## config.mk

```make
export PLATFORM = sky130hd
export DESIGN_NAME = fetch_unit_flat
export DESIGN_NICKNAME = d
export VERILOG_FILES = /design/src/rtl/fetch_unit_if.sv /design/src/rtl/fetch_unit.sv /design/src/flat_wrapper.sv
export SDC_FILE = /design/constraint.sdc
export NUM_CORES = 1
export LEC_CHECK = 0
export CAP_MARGIN = 40
export CELL_PAD_IN_SITES_DETAIL_PLACEMENT = 0
export CELL_PAD_IN_SITES_GLOBAL_PLACEMENT = 1
export CORE_ASPECT_RATIO = 1.75
export CORE_MARGIN = 2
export CORE_UTILIZATION = 40
export CTS_CLUSTER_DIAMETER = 120
export DETAILED_ROUTE_END_ITERATION = 10
export DONT_BUFFER_PORTS = 1
export PLACE_DENSITY = 0.75
export SLEW_MARGIN = 20
export SYNTH_ARGS = -nofsm -noshare
export SYNTH_HDL_FRONTEND = slang
export SYNTH_SLANG_ARGS = --single-unit
```

## constraint.sdc

```tcl
create_clock -name clk -period 3.4 [get_ports clk]
set_clock_uncertainty 0.2 [all_clocks]
set_input_delay 0.68 -clock clk [delete_from_list [all_inputs] [get_ports clk]]
set_output_delay 0.68 -clock clk [all_outputs]
set_load 0.05 [all_outputs]
```

## src/rtl/fetch_unit_if.sv

```systemverilog
// Fetch front-end bundle: instruction-memory request/response, redirect and decode handshake.
// The master modport is the fetch unit's view; slave is the surrounding environment.
interface fetch_unit_if;
  logic        imem_req_valid;
  logic        imem_req_ready;
  logic [31:0] imem_req_addr;
  logic        imem_resp_valid;
  logic [31:0] imem_resp_data;
  logic        redirect_valid;
  logic [31:0] redirect_pc;
  logic        instr_valid;
  logic        instr_ready;
  logic [31:0] instr;
  logic [31:0] instr_pc;

  modport master (
    output imem_req_valid,
    output imem_req_addr,
    output instr_valid,
    output instr,
    output instr_pc,
    input  imem_req_ready,
    input  imem_resp_valid,
    input  imem_resp_data,
    input  redirect_valid,
    input  redirect_pc,
    input  instr_ready
  );

  modport slave (
    input  imem_req_valid,
    input  imem_req_addr,
    input  instr_valid,
    input  instr,
    input  instr_pc,
    output imem_req_ready,
    output imem_resp_valid,
    output imem_resp_data,
    output redirect_valid,
    output redirect_pc,
    output instr_ready
  );
endinterface

```

## src/rtl/fetch_unit.sv

```systemverilog
// Instruction fetch front end: PC generation, in-order memory requests, response buffering
// into a first-word-fall-through FIFO, and redirect flush of buffered and in-flight fetches.
module fetch_unit #(
  parameter logic [31:0] RESET_PC   = 32'h0000_0000,
  parameter int unsigned FIFO_DEPTH = 4,
  parameter logic [31:0] NOP_INSTR  = 32'h0000_0013
) (
  input  logic         clk,
  input  logic         rst,
  fetch_unit_if.master bus
);
  localparam int unsigned AW = $clog2(FIFO_DEPTH);
  localparam int unsigned CW = AW + 1;
  localparam int unsigned OW = CW + 1;
  localparam logic [CW-1:0] DepthC = CW'(FIFO_DEPTH);
  localparam logic [OW-1:0] DepthO = OW'(FIFO_DEPTH);

  logic [31:0]   r_fetch_pc, w_fetch_pc_nxt;
  logic [31:0]   r_resp_pc,  w_resp_pc_nxt;
  logic [CW-1:0] r_out_cnt,  w_out_cnt_nxt;
  logic [CW-1:0] r_drop_cnt, w_drop_cnt_nxt;
  logic [CW-1:0] r_count,    w_count_nxt;
  logic [AW-1:0] r_wptr,     w_wptr_nxt;
  logic [AW-1:0] r_rptr,     w_rptr_nxt;
  logic [31:0]   r_fifo_pc   [FIFO_DEPTH];
  logic [31:0]   r_fifo_data [FIFO_DEPTH];

  logic [CW-1:0] w_kept;
  logic [OW-1:0] w_occ;
  logic          w_req_valid;
  logic          w_accept;
  logic          w_instr_valid;
  logic          w_pop;
  logic          w_push;
  logic [31:0]   w_redirect_pc;

  // Requests still owed a FIFO slot plus entries already buffered.
  assign w_kept = r_out_cnt - r_drop_cnt;
  assign w_occ  = {1'b0, w_kept} + {1'b0, r_count};

  // Gating with rst keeps the request quiet while reset is held.
  assign w_req_valid = rst && !bus.redirect_valid && (w_occ < DepthO) && (r_out_cnt < DepthC);
  assign w_accept    = w_req_valid && bus.imem_req_ready;

  assign w_instr_valid = (r_count != '0);
  assign w_pop         = w_instr_valid && bus.instr_ready;
  assign w_push        = bus.imem_resp_valid && (r_drop_cnt == '0) && !bus.redirect_valid;
  assign w_redirect_pc = bus.redirect_pc & ~32'h3;

  always_comb begin
    w_fetch_pc_nxt = r_fetch_pc;
    w_resp_pc_nxt  = r_resp_pc;
    w_out_cnt_nxt  = r_out_cnt + CW'(w_accept) - CW'(bus.imem_resp_valid);
    w_drop_cnt_nxt = r_drop_cnt;
    w_count_nxt    = r_count;
    w_wptr_nxt     = r_wptr;
    w_rptr_nxt     = r_rptr;

    if (bus.redirect_valid) begin
      // Everything in flight at this point belongs to the abandoned stream.
      w_fetch_pc_nxt = w_redirect_pc;
      w_resp_pc_nxt  = w_redirect_pc;
      w_drop_cnt_nxt = r_out_cnt - CW'(bus.imem_resp_valid);
      w_count_nxt    = '0;
      w_wptr_nxt     = '0;
      w_rptr_nxt     = '0;
    end else begin
      if (w_accept) begin
        w_fetch_pc_nxt = r_fetch_pc + 32'd4;
      end
      if (bus.imem_resp_valid && (r_drop_cnt != '0)) begin
        w_drop_cnt_nxt = r_drop_cnt - CW'(1);
      end
      if (w_push) begin
        w_resp_pc_nxt = r_resp_pc + 32'd4;
        w_wptr_nxt    = r_wptr + AW'(1);
      end
      if (w_pop) begin
        w_rptr_nxt = r_rptr + AW'(1);
      end
      w_count_nxt = r_count + CW'(w_push) - CW'(w_pop);
    end
  end

  always_ff @(posedge clk or negedge rst) begin
    if (!rst) begin
      r_fetch_pc <= RESET_PC;
      r_resp_pc  <= RESET_PC;
      r_out_cnt  <= '0;
      r_drop_cnt <= '0;
      r_count    <= '0;
      r_wptr     <= '0;
      r_rptr     <= '0;
    end else begin
      r_fetch_pc <= w_fetch_pc_nxt;
      r_resp_pc  <= w_resp_pc_nxt;
      r_out_cnt  <= w_out_cnt_nxt;
      r_drop_cnt <= w_drop_cnt_nxt;
      r_count    <= w_count_nxt;
      r_wptr     <= w_wptr_nxt;
      r_rptr     <= w_rptr_nxt;
    end
  end

  // Storage needs no reset: r_count alone decides which entries are live.
  always_ff @(posedge clk) begin
    if (w_push) begin
      r_fifo_pc[r_wptr]   <= r_resp_pc;
      r_fifo_data[r_wptr] <= bus.imem_resp_data;
    end
  end

  always_comb begin
    bus.imem_req_valid = w_req_valid;
    bus.imem_req_addr  = r_fetch_pc;
    bus.instr_valid    = w_instr_valid;
    bus.instr          = NOP_INSTR;
    bus.instr_pc       = 32'h0;
    if (w_instr_valid) begin
      bus.instr    = r_fifo_data[r_rptr];
      bus.instr_pc = r_fifo_pc[r_rptr];
    end
  end
endmodule

```

## src/flat_wrapper.sv

```systemverilog
// flat-port wrapper written by rule: the top's interface ports become plain ports
module fetch_unit_flat 
#(
  parameter logic [31:0] RESET_PC   = 32'h0000_0000,
  parameter int unsigned FIFO_DEPTH = 4,
  parameter logic [31:0] NOP_INSTR  = 32'h0000_0013
)
  (clk, rst, bus_imem_req_valid, bus_imem_req_addr, bus_instr_valid, bus_instr, bus_instr_pc, bus_imem_req_ready, bus_imem_resp_valid, bus_imem_resp_data, bus_redirect_valid, bus_redirect_pc, bus_instr_ready);
  fetch_unit_if bus_i ();
  input  logic clk;
  input  logic rst;
  output wire logic [$bits(bus_i.imem_req_valid)-1:0] bus_imem_req_valid;
  output wire logic [$bits(bus_i.imem_req_addr)-1:0] bus_imem_req_addr;
  output wire logic [$bits(bus_i.instr_valid)-1:0] bus_instr_valid;
  output wire logic [$bits(bus_i.instr)-1:0] bus_instr;
  output wire logic [$bits(bus_i.instr_pc)-1:0] bus_instr_pc;
  input wire logic [$bits(bus_i.imem_req_ready)-1:0] bus_imem_req_ready;
  input wire logic [$bits(bus_i.imem_resp_valid)-1:0] bus_imem_resp_valid;
  input wire logic [$bits(bus_i.imem_resp_data)-1:0] bus_imem_resp_data;
  input wire logic [$bits(bus_i.redirect_valid)-1:0] bus_redirect_valid;
  input wire logic [$bits(bus_i.redirect_pc)-1:0] bus_redirect_pc;
  input wire logic [$bits(bus_i.instr_ready)-1:0] bus_instr_ready;
  assign bus_imem_req_valid = bus_i.imem_req_valid;
  assign bus_imem_req_addr = bus_i.imem_req_addr;
  assign bus_instr_valid = bus_i.instr_valid;
  assign bus_instr = bus_i.instr;
  assign bus_instr_pc = bus_i.instr_pc;
  assign bus_i.imem_req_ready = bus_imem_req_ready;
  assign bus_i.imem_resp_valid = bus_imem_resp_valid;
  assign bus_i.imem_resp_data = bus_imem_resp_data;
  assign bus_i.redirect_valid = bus_redirect_valid;
  assign bus_i.redirect_pc = bus_redirect_pc;
  assign bus_i.instr_ready = bus_instr_ready;
  fetch_unit #(.RESET_PC(RESET_PC), .FIFO_DEPTH(FIFO_DEPTH), .NOP_INSTR(NOP_INSTR)) u_core (.clk(clk), .rst(rst), .bus(bus_i));
endmodule
```

# Yosys cells after proc, flatten, opt, wreduce, memory -nomap -nowiden
# Memory sizes are Yosys's and may differ from the RTL's.
# Index checks and enable logic that the tools add are counted.
# totals
ff_bits,77
ram_bits,256
in_bits,70
output_inout_bits,98
wordCells,54
mem_count,2
# op_classes
addsub,12
n_lt_le_gt_ge,2
muxes,15
reduce_logical,16
# mem_list
memory,depth,word_bits,read_ports,rd_ports_with_merged_regs,write_ports,line_no,rtl
u_core.r_fifo_data,4,32,1,0,1,fetch_unit.sv:26,logic [31:0] r_fifo_data [FIFO_DEPTH];
u_core.r_fifo_pc,4,32,1,0,1,fetch_unit.sv:25,logic [31:0] r_fifo_pc [FIFO_DEPTH];
# op_table
cell,n
two-way mux 32 bit,6
adder 32 x 3 -> 32 bit (second input constant),2
two-way mux 3 bit,3
subtractor 3 x 1 -> 3 bit,3
logical AND 1 bit,8
two-way mux 2 bit,4
nonzero test 2 bit,4
adder 3 x 1 -> 3 bit,2
nonzero test 3 bit,2
adder 2 x 1 -> 2 bit (second input constant),2
adder 3 x 3 -> 4 bit,1
< comparator 4 x 3 -> 1 bit (second input constant),1
zero test 3 bit,1
< comparator 3 bit (second input constant),1
subtractor 3 x 1 -> 3 bit (second input constant),1
subtractor 3 bit,1
two-way mux 1 bit,2
zero test 1 bit,1

# Depth between registers and ports, before layout
# depth
ltp_word,8
ltp_mapped,15
depth_no_buf,15

# Least setup slack after synthesis
# OpenSTA, ideal clock, no wires.
# synth_path
kind,register to register
start,register u_core.r_out_cnt[0]
end,register u_core.r_out_cnt[1]
setup_ns,0.136
arrival_ns,4.299
setup_slack_ns,-1.235
stages_incl_launch_ff,14
n_path_buf,0
synth_period_minus_slack_ns,4.635
path_cell_list,dfrtp_1 > inv_1 > ha_1 > inv_1 > fa_1 > xor2_1 > xnor2_1 > ha_1 > or4b_1 > nor3_1 > nand2_1 > inv_1 > ha_1 > fa_1
# synth_between
elab_chain_len,8
elab_cells_between_ends,9
cone_classes,add/sub: 4; order compare: 2; reduce/logical: 3
# synth_rtl
element,line_no,rtl
start: declaration,fetch_unit.sv:20,"logic [CW-1:0] r_out_cnt, w_out_cnt_nxt;"
start signal: assignment,fetch_unit.sv:97,r_out_cnt <= w_out_cnt_nxt;
subtractor 3 bit,fetch_unit.sv:38,assign w_kept = r_out_cnt - r_drop_cnt;
adder 3 x 3 -> 4 bit,fetch_unit.sv:39,"assign w_occ = {1'b0, w_kept} + {1'b0, r_count};"
< comparator 4 x 3 -> 1 bit,fetch_unit.sv:42,assign w_req_valid = rst && !bus.redirect_valid && (w_occ < DepthO) && (r_out_cnt < DepthC);
logical AND 1 bit,fetch_unit.sv:42,
logical AND 1 bit (*),fetch_unit.sv:42,
named net bus_imem_req_valid,flat_wrapper.sv:12,output wire logic [$bits(bus_i.imem_req_valid)-1:0] bus_imem_req_valid;
logical AND 1 bit (*),fetch_unit.sv:43,assign w_accept = w_req_valid && bus.imem_req_ready;
adder 3 x 1 -> 3 bit (*),fetch_unit.sv:53,w_out_cnt_nxt = r_out_cnt + CW'(w_accept) - CW'(bus.imem_resp_valid);
subtractor 3 x 1 -> 3 bit (*),fetch_unit.sv:53,
named net u_core.w_out_cnt_nxt[1],fetch_unit.sv:20,
# The timed path passes the listed nets; every way through them passes the cells marked *.
# A chain may end at the register's enable or synchronous reset.

# Worst setup path in the final report
# layout_path
start,register u_core.r_out_cnt[0]
end,output port bus_imem_req_valid
# layout_between
elab_chain_len,5
elab_cells_between_ends,6
cone_classes,add/sub: 2; order compare: 2; reduce/logical: 2
# layout_rtl
element,line_no
subtractor 3 bit,fetch_unit.sv:38
adder 3 x 3 -> 4 bit,fetch_unit.sv:39
< comparator 4 x 3 -> 1 bit,fetch_unit.sv:42
logical AND 1 bit,fetch_unit.sv:42
logical AND 1 bit (*),fetch_unit.sv:42
end: declaration,flat_wrapper.sv:12
# Every way passes the cells marked *; elsewhere a longest branch is shown, timed or not.

==> reports/metrics.yaml <==
outcome: "complete, but fails checks"
violations: "setup timing"
cts_max_level: 1
cts.clk_slew.worst_paths_ns: 0.07
synth-edff-count: 248
drive_above_1_share_pct: 26.6
yosys-mux-area-fraction_pct: 12.6
worst-slew-pin-transition_ns: 0.813
finalSetupViolCount: 25
synthArstFlopShare_pct: 22.7
yosysTopAreaCell: "edfxtp_1"
synthXorXnorAreaFrac_pct: 3.90
p_int_mw: 7.67
hold_buffers: 38
synth_area_um2: 13700
peakVddDrop_v: 0.000334
dieHeight_um: 249
drt_iter0_drc: 361
dr.pass1.iters: 4
hpwl_mm: 18.4
worst_ep_required_time_ns: 2.52
synthFlopType: "edfxtp_1"
final_core_util_pct: 48.8
end_kind: "output port"
slew_headroom_pct: 45.3
clockBufferDepth: 3
clock-sinks: 321
via_per_inst: 5.23
die_x_um: 144
core_um2: 33700
die-area_um2: 35800
gp_congestion: 0.784
synth_adder_area_share_pct: 1.99
cp.arrival_ns: 3.02
fp-row-count: 89
critPathMaxFanout: 3
io_pins: 168
vias: 7313
clk_latency_ns: 0.57
final_hold_viol_count: 0
cts_tree: "yes"
n_antenna_cell: 0
clockPowerShare_pct: 27.7
ys_ff_latch: 321
drc: 0
leakagePower_nw: 5.85
reg2reg_slack_ns: -0.37
avgSynthCellArea_um2: 16.6
crit_type: "reg -> out"
grt_pass1_wl_mm: 45.1
combPwrFrac_pct: 32.7
cts_made_buffers: 29
netlist.area_leader.share_pct: 54.4
power.density_nw_per_um2: 735
wirelength_mm: 29.3
period_share_pct: 115
post_layout_nonfiller_instances: 1397
finalNetCount: 1009
rsz0062_at_grt: "true"
port_buffers: 0
hold_class: "in -> reg"
switchingPower_mw: 4.44
antenna_found_initial: 0
root_buffer: "clkbuf_16"
syn_inst: 827
synth_top_family_by_area: "multiplexers"
synthTopCellsByArea: "edfxtp_1, dfrtp_1, mux4_2, and2_1, mux2_2"
synth_compound_area_share_pct: 2.03
avgRoutedWirePerCell_um: 21.0
seq_area_frac_synth_pct: 67.7
dp_cells: 1291
grt_pass1_vias: 7923
initial_core_util_pct: 40.6
synth_cell_types: 51
slew_violations: 0
yosys_warnings: 0
grt_usage_pct: 16.5
clock.fmax_mhz: 257
worst_slack_ns: -0.498
overflow: 0
areaGrowthSynthToFinish_pct: 20.3
power.share.sequential_pct: 39.6
critPathLaunchType: "flip-flop"
grt_max_degree: 74
ant_nets: 0
cap_violations: 0
finalCriticalPeriod_ns: 3.90
yosys.area_share.simple_pct: 9.60
swShare_pct: 36.7
placed cells by master, fill, tap and decap left out, types with 7 or more instances in the layout:
master / netlist / final
xor2_1: 27 / 27
ha_1: 17 / 15
nor2_1: 20 / 19
and3_1: 15 / 11
nor3_4: 0 / 11
edfxtp_1: 248 / 248
mux2_4: 0 / 7
dfrtp_1: 73 / 71
nand4_1: 10 / 10
mux4_2: 62 / 62
mux2_2: 27 / 20
nor4_1: 15 / 9
clkbuf_16: 0 / 29
nand2_1: 29 / 28
inv_1: 24 / 20
and2_1: 60 / 60
buf_12: 0 / 8
dlygate4sd3_1: 0 / 37
xnor2_1: 34 / 34
buf_6: 3 / 9
buf_4: 4 / 39
nand2b_1: 8 / 8
nand3_1: 22 / 22
a21oi_1: 11 / 11
nor4_4: 1 / 8
final timing paths:
| path | depth (start not counted) | start | endpoint |
|---|---|---|---|
| max in group asynchronous | 2 | rst | u_core.r_rptr[0] |
| min in group asynchronous | 2 | rst | u_core.r_out_cnt[1] |
| worst min register to register | 0 | u_core.r_resp_pc[19] | u_core.r_fifo_pc[3][19] |
| worst max-delay path | 10 | u_core.r_out_cnt[0] | bus_imem_req_valid |
| worst min-delay path | 1 | bus_redirect_valid | u_core.bus.imem_req_addr[27] |
| worst max register to register | 15 | u_core.r_out_cnt[0] | u_core.bus.imem_req_addr[23] |
layer usage:
| metal | wire length (µm) | part of all wire (%) | GRT usage, % | up-vias |
|---|---|---|---|---|
| met5 | 0 | 0 | 0 | - |
| met1 | 10700 | 36 | 18.0 | 3756 |
| li1 | - | - | - | 3328 |
| met4 | 807 | 2.8 | 5.71 | 0 |
| met3 | 1480 | 5.1 | 3.13 | 49 |
| met2 | 16300 | 56 | 31.2 | 180 |
Yosys cell counts (all sizes together) (2+ instances only):
cell and number:
or4b 2, dfrtp 73, o21ai 4, inv 25, and4 5, or2 7
ha 17, nor2 20, nand4 10, nor4 18, buf 19, and2 60
xnor2 34, fa 3, clkbuf 22, nor3 18, a21oi 11, mux2i 3
mux4 62, a31oi 2, nor2b 3, a211oi 3, a221oi 2, mux2 27
nand2 29, a21boi 12, xor2 27, and3b 3, and3 15, nand2b 8
edfxtp 248, nand3 22, a311oi 2, a211o 3
what timing repair did:
| item | in CTS | in global routing |
|---|---|---|
| pin swaps | 26 | 15 |
| gates cloned | 1 | 0 |
| endpoints found under the setup margin | 67 | 27 |
| resized for setup | 30 | 16 |
| hold endpoints to repair | 208 | 1 |
| setup buffers | 7 | 8 |
sequential cells by signal (all words and copies together) (netlist names):
name and cells:
u_core.r_fifo_data 128, u_core.r_fifo_pc 120, u_core.bus.imem_req_addr 30, u_core.r_resp_pc 30, u_core.r_count 3, u_core.r_drop_cnt 3
u_core.r_out_cnt 3, u_core.r_rptr 2, u_core.r_wptr 2
final cells by class:
| class | count | area [µm²] |
|---|---|---|
| timing repair buffer | 99 | 1050 |
| fill | 2867 | 17300 |
| sequential | 321 | 9280 |
| clock buffer | 33 | 751 |
| inverter | 25 | 93.8 |
| tap | 455 | 569 |
| clock inverter | 21 | 234 |
| multi-input combinational | 443 | 4490 |
through the flow:
| step | worst slack, ns | power, mW | TNS, ns | instance area (µm²) | hold WS, ns |
|---|---|---|---|---|---|
| final | -0.498 | 12.1 | -7.56 | 16500 | 0.0185 |
| after global routing | -0.601 | 12.7 | -10.23 | 16500 | -0.0127 |
| after CTS | -0.552 | 12.3 | -7.01 | 16300 | 0.0108 |
| after detailed placement | -0.323 | 8.70 | -5.93 | 14700 | 0.189 |
| after global placement | -0.320 | 8.65 | -5.73 | 14700 | 0.191 |
| after floorplan | -0.199 | 7.97 | -1.58 | 13900 | 0.184 |
power groups by stage:
stage	Combinational, mW	Clock, mW	Sequential [mW]
after floorplan	3.11	0	4.86
after global placement	3.76	0	4.89
after detailed placement	3.79	0	4.91
after CTS	4.02	3.45	4.80
after global routing	4.24	3.59	4.84
final	3.96	3.36	4.80
kinds of logic after synthesis:
logic type,after synthesis
buffers and inverters,66
xor gates and xnor gates,61
AOI/OAI and AO/OA,41
muxes,92
DFF,321
other,1
adders and majority gates,20
and+or+nand+nor,225
worst max-delay path, stage by stage, from the launching register on:
cell	delay (ns)
dfrtp_1	0.37
inv_2	0.07
ha_4	0.12
inv_2	0.03
fa_2	0.32
xor2_1	0.15
xnor2_1	0.13
ha_1	0.27
or4b_4	0.54
nor3_4	0.23
buf_6	0.21
Note: power is estimated with default switching activity, not from simulation.
